===== config.mk =====
export PLATFORM = sky130hd
export DESIGN_NAME = shift_mult_ctrl
export DESIGN_NICKNAME = d
export VERILOG_FILES = /design/src/rtl/shift_mult_pkg.sv /design/src/rtl/bit_counter.sv /design/src/rtl/shift_mult_ctrl.sv
export SDC_FILE = /design/constraint.sdc
export NUM_CORES = 1
export LEC_CHECK = 0
export ABC_CLOCK_PERIOD_IN_PS = 1880
export CAP_MARGIN = 20
export CORE_AREA = 2 2 39 41
export DETAILED_ROUTE_END_ITERATION = 7
export DIE_AREA = 0 0 41 43
export PLACE_DENSITY = 0.61
export SETUP_SLACK_MARGIN = 0.5
export SYNTH_ARGS = -nofsm -noshare
export SYNTH_HDL_FRONTEND = slang
export SYNTH_SLANG_ARGS = --single-unit

===== constraint.sdc =====
create_clock -name clk -period 1.88 [get_ports clk]
set_input_delay 0.564 -clock clk [delete_from_list [all_inputs] [get_ports clk]]
set_output_delay 0.564 -clock clk [all_outputs]
set_load 0.01 [all_outputs]

===== src/rtl/shift_mult_pkg.sv =====
// Shared definitions for the shift-add multiplier control unit:
// FSM state encoding and default datapath widths.
package shift_mult_pkg;

  // Default multiplier width and bit-counter width (CW >= clog2(N)+1).
  localparam int N_DEF  = 16;
  localparam int CW_DEF = 5;

  typedef enum logic [1:0] {
    ST_IDLE = 2'b00,
    ST_LOAD = 2'b01,
    ST_RUN  = 2'b10,
    ST_DONE = 2'b11
  } state_e;

  // Moore-decoded strobes; acc_add is handled separately since it follows lsb_in.
  typedef struct packed {
    logic ld;
    logic shen;
    logic acc_clr;
    logic acc_shen;
    logic busy;
    logic done;
  } strobe_t;

  localparam strobe_t STROBE_IDLE = '{ld: 1'b0, shen: 1'b0, acc_clr: 1'b0,
                                      acc_shen: 1'b0, busy: 1'b0, done: 1'b0};

endpackage : shift_mult_pkg


===== src/rtl/bit_counter.sv =====
// CW-bit up counter with synchronous clear (priority over enable) and a
// terminal-count flag that is high while the count equals N-1.
module bit_counter
  import shift_mult_pkg::*;
#(
  parameter int N  = N_DEF,
  parameter int CW = CW_DEF
) (
  input  logic          clk,
  input  logic          clr,
  input  logic          en,
  output logic [CW-1:0] cnt,
  output logic          tc
);

  localparam logic [CW-1:0] TERM = CW'(N - 1);

  logic [CW-1:0] cnt_q;
  logic [CW-1:0] cnt_d;

  always_comb begin
    cnt_d = cnt_q;
    if (clr) begin
      cnt_d = '0;
    end else if (en) begin
      cnt_d = cnt_q + 1'b1;
    end
  end

  // NOTE: sequential state is updated with non-blocking assignments only, so
  // every flop samples the pre-edge value of every other flop.
  always_ff @(posedge clk) begin
    cnt_q <= cnt_d;
  end

  assign cnt = cnt_q;
  assign tc  = (cnt_q == TERM);

endmodule : bit_counter


===== src/rtl/shift_mult_ctrl.sv =====
// Control FSM for the sequential shift-add multiplier (IDLE/LOAD/RUN/DONE).
// Define SHIFT_MULT_ABORT_EN to make the abort input cancel LOAD, RUN or DONE.
module shift_mult_ctrl
  import shift_mult_pkg::*;
#(
  parameter int N  = N_DEF,
  parameter int CW = CW_DEF
) (
  input  logic          clk,
  input  logic          clr,
  input  logic          start,
  input  logic          ack,
  input  logic          lsb_in,
  input  logic          abort,
  output logic          ld,
  output logic          shen,
  output logic          acc_clr,
  output logic          acc_add,
  output logic          acc_shen,
  output logic          busy,
  output logic          done,
  output logic [CW-1:0] cnt
);

  state_e  state_q;
  state_e  state_d;
  strobe_t strobe;
  logic    abort_go;
  logic    cnt_clr;
  logic    cnt_tc;

  always_ff @(posedge clk) begin
    if (clr) begin
      state_q <= ST_IDLE;
    end else begin
      state_q <= state_d;
    end
  end

  // NOTE: every variable assigned in a combinational block gets a default
  // first, so no path leaves it unassigned and no latch is inferred.
  always_comb begin
    state_d  = state_q;
    abort_go = 1'b0;
    unique case (state_q)
      ST_IDLE: if (start) state_d = ST_LOAD;
      ST_LOAD: state_d = ST_RUN;
      ST_RUN:  if (cnt_tc) state_d = ST_DONE;
      ST_DONE: if (ack) state_d = ST_IDLE;
      default: state_d = ST_IDLE;
    endcase
`ifdef SHIFT_MULT_ABORT_EN
    // Abort outranks ack and the RUN terminal transition; clr still wins above.
    if (abort && (state_q != ST_IDLE)) begin
      state_d  = ST_IDLE;
      abort_go = 1'b1;
    end
`endif
  end

`ifndef SHIFT_MULT_ABORT_EN
  logic unused_abort;
  assign unused_abort = abort;
`endif

  // Clear on reset, on abort, and on the edge entering LOAD so LOAD shows 0.
  assign cnt_clr = clr || abort_go || ((state_q == ST_IDLE) && start);

  bit_counter #(
    .N  (N),
    .CW (CW)
  ) u_bit_counter (
    .clk (clk),
    .clr (cnt_clr),
    .en  (state_q == ST_RUN),
    .cnt (cnt),
    .tc  (cnt_tc)
  );

  always_comb begin
    strobe = STROBE_IDLE;
    unique case (state_q)
      ST_LOAD: begin
        strobe.ld      = 1'b1;
        strobe.acc_clr = 1'b1;
        strobe.busy    = 1'b1;
      end
      ST_RUN: begin
        strobe.shen     = 1'b1;
        strobe.acc_shen = 1'b1;
        strobe.busy     = 1'b1;
      end
      ST_DONE: strobe.done = 1'b1;
      default: strobe = STROBE_IDLE;
    endcase
  end

  assign ld       = strobe.ld;
  assign shen     = strobe.shen;
  assign acc_clr  = strobe.acc_clr;
  assign acc_shen = strobe.acc_shen;
  assign busy     = strobe.busy;
  assign done     = strobe.done;
  assign acc_add  = (state_q == ST_RUN) && lsb_in;

endmodule : shift_mult_ctrl


==> results of run 1 <==
routing by layer:
metal | wire length (um) | share of wire (%)
met4 | 13 | 1.3
met5 | 0 | 0
met2 | 554 | 54
met3 | 47 | 4.6
met1 | 407 | 40
cell type report:
| class | instances | share of cell area, % |
|---|---|---|
| Clock buffer | 4 | 3.58 |
| Inverter | 4 | 2.05 |
| Multi-Input combinational cell | 32 | 41.0 |
| Sequential cell | 7 | 20.3 |
| Tap cell | 16 | 2.73 |
| Timing Repair Buffer | 27 | 30.4 |
sequential cells by signal (all words and copies together), names as in the netlist:
signal,cells
state_q,2
u_bit_counter.cnt,5
cells in the mapped netlist (all sizes together):
library cell and n:
inv 4, xor2 2, ha 7, nand4 1, or4 1, nor3 1
nand2 5, o211a 1, nor2b 3, dfxtp 7, nor2 5, buf 3
and3 1, xnor2 1, and2 1, a211oi 1, mux2i 2
critical path, delay by kind of cell, from the launching register on:
family,cells,cell delay [ns]
DFF,1,0.33
buffers and inverters,2,0.24
adders and majority gates,1,0.15
and+or+nand+nor,1,0.12
metrics by stage:
step	hold WS [ns]	cell area, um^2
6_report	0.481	733
5_1_grt	0.504	733
4_1_cts	0.485	701
3_5_place_dp	0.487	618
3_3_place_gp	0.479	618
2_1_floorplan	0.496	434
kinds of logic after synthesis:
| group | synth area share, % |
|---|---|
| and+or+nand+nor | 20.8 |
| DFF | 33.3 |
| adders and majority gates | 20.8 |
| buffers and inverters | 9.82 |
| muxes | 4.76 |
| AOI/OAI and AO/OA | 4.17 |
| xor gates and xnor gates | 6.25 |
final timing paths:
kind                                to  depth (start not counted)  slack [ns]
hold / removal    u_bit_counter.cnt[4]                          2        0.48
setup / recovery               acc_add                          4        0.22
hold reg to reg   u_bit_counter.cnt[4]                          2        0.48
setup reg to reg            state_q[0]                          6        0.29
layout by cell type (no fill, tap or decap), drive strengths merged:
cell / Yosys / final
xnor2: 1 / 1
mux2i: 2 / 2
dfxtp: 7 / 7
buf: 3 / 23
nand2: 5 / 5
a211oi: 1 / 1
o211a: 1 / 1
nand4: 1 / 1
inv: 4 / 4
nor2: 5 / 5
xor2: 2 / 2
clkdlybuf4s50: 0 / 3
clkbuf: 0 / 4
ha: 7 / 7
nor2b: 3 / 3
and2: 1 / 1
dlygate4sd2: 0 / 1
and3: 1 / 1
nor3: 1 / 1
or4: 1 / 1
power by group:
part | switching (W) | internal (W)
logic | 0.000230 | 0.000290
clock network | 0.0000586 | 0.0000812
registers | 0.0000230 | 0.000180
repair_timing:
action | 4_1_cts | 5_1_grt
setup endpoints to repair | 14 | 13
buffers inserted | 7 | 0
hold buffers | 0 | 0
resized for setup | 62 | 11
pin swaps | 5 | 5
hold endpoints to repair | 0 | 0
==> metrics.txt, run 1 <==
status=finished clean; routed wire length=1020 um; Pins Over Slew Limit=0; post-layout min period=1.66 ns; Reg area=~150 um^2; final hold violations=0; Fillers=137; Mapped Area=around 420 um^2; pwr dens=around 1200 mW/mm^2; Ports=18; Die Width=between 40 and 50 um; CORE AREA=0.00138 mm^2; Slew @ Worst Pin=around 0.24 ns; port bufs=16; sequential fraction of the synthesis area=33.3%; Worst-Skew Late Latency=0.26 ns; GR Layer Usage met3=6.28%; Critical Path RT=1.32 ns; Area Overhead vs Synth=74.4%; classification of the worst setup path=reg2out; Crit Path Max Fanout=3; CP Launch Point=state_q[1]; final std cells w/o fill=90; NumNets Final=88; GR Util met1=15.0%; Via density=4.24; syn nets=just under 60; Reg clk slew, reported paths=0.05 ns; Residual DRC=0; pre-CTS WS=-0.344 ns; Synth Area per Inst=a little over 9 um^2; H-tree Lvls=1; final setup fails=0; Final Util=a little over half; Fmax=around 0.6 GHz; initial cell density of the core=a little under a third; first-pass GRT wire length=1570 um; largest area contributor in the netlist=dfxtp_1; worst path arrival time=around 1.1 ns; fin crit share=88.4%; top cells by area, synth=dfxtp_1 (33%), ha_1 (21%), mux2i_1 (4.8%); hold wc startpoint=u_bit_counter.cnt[4]; gr usage total=13.8%; Starting DRT DRC Count=4; Worst Setup Slack, final=0.218 ns; leakage power=0.350 nW; full die area=about 0.0018 mm^2; Final HPWL DP=650 um; DIE HEIGHT=43 um; crit-path cells=buf_6 > ha_4 > and2_1 > buf_2; CTS sink count=7; ANT nets after route=0; drt pass-1 iters=2; CTS tree=built; worst vdd ir=a little under 0.0005 V; Setup Skew=approximately 0.006 ns; RR Startpoint=state_q[1]; Tot Pwr=0.000863 W; FP Rows=14; DP Cell Count=79; share of cells above drive strength 1=56.8%; share of the synthesized area in the top cell type=33.3%; pin count of the biggest net entering global routing=7; Max-slew headroom=84.0%; routed len/inst=11.4 um; Worst Setup End Kind=output pin; vias in the first global route=368; # diodes=0; initial antenna violation count=0; RSZ-0062 raised after global routing=yes; CTS Buf Count=3; Critical-path top delay cell=dfxtp_2; Setup crit start kind=register; grt peak-use layer=met2; Via Count=382; crit-path max cell delay=approximately 0.33 ns; Overflow after GRT=0; gpl congestion=0.675; synth warn=0; root cell of the clock tree=clkbuf_4; setup TNS=0 ns; clk buf depth=2; Seq cells post-synth=7; footprint of the multi-input gates=300 um^2; grt met2 use=a little over a fifth; worst hold path class=reg2reg; count of cell types in the netlist=18; Max Cap Violations=0; Gate Count Post-Synth=46
Power figures use the tool's default switching activity.
==> run 2, diff against run 1 <==
CAP_MARGIN = 10   (was 20)
==> results of run 2 <==
Final layout, timing and power as in run 1 (identical DEF).
==> run 3, diff against run 2 <==
ABC_CLOCK_PERIOD_IN_PS = default   (was 1880)
CTS_CLUSTER_SIZE = 14   (was default)
==> results of run 3 <==
Final layout, timing and power as in run 1 (identical DEF).
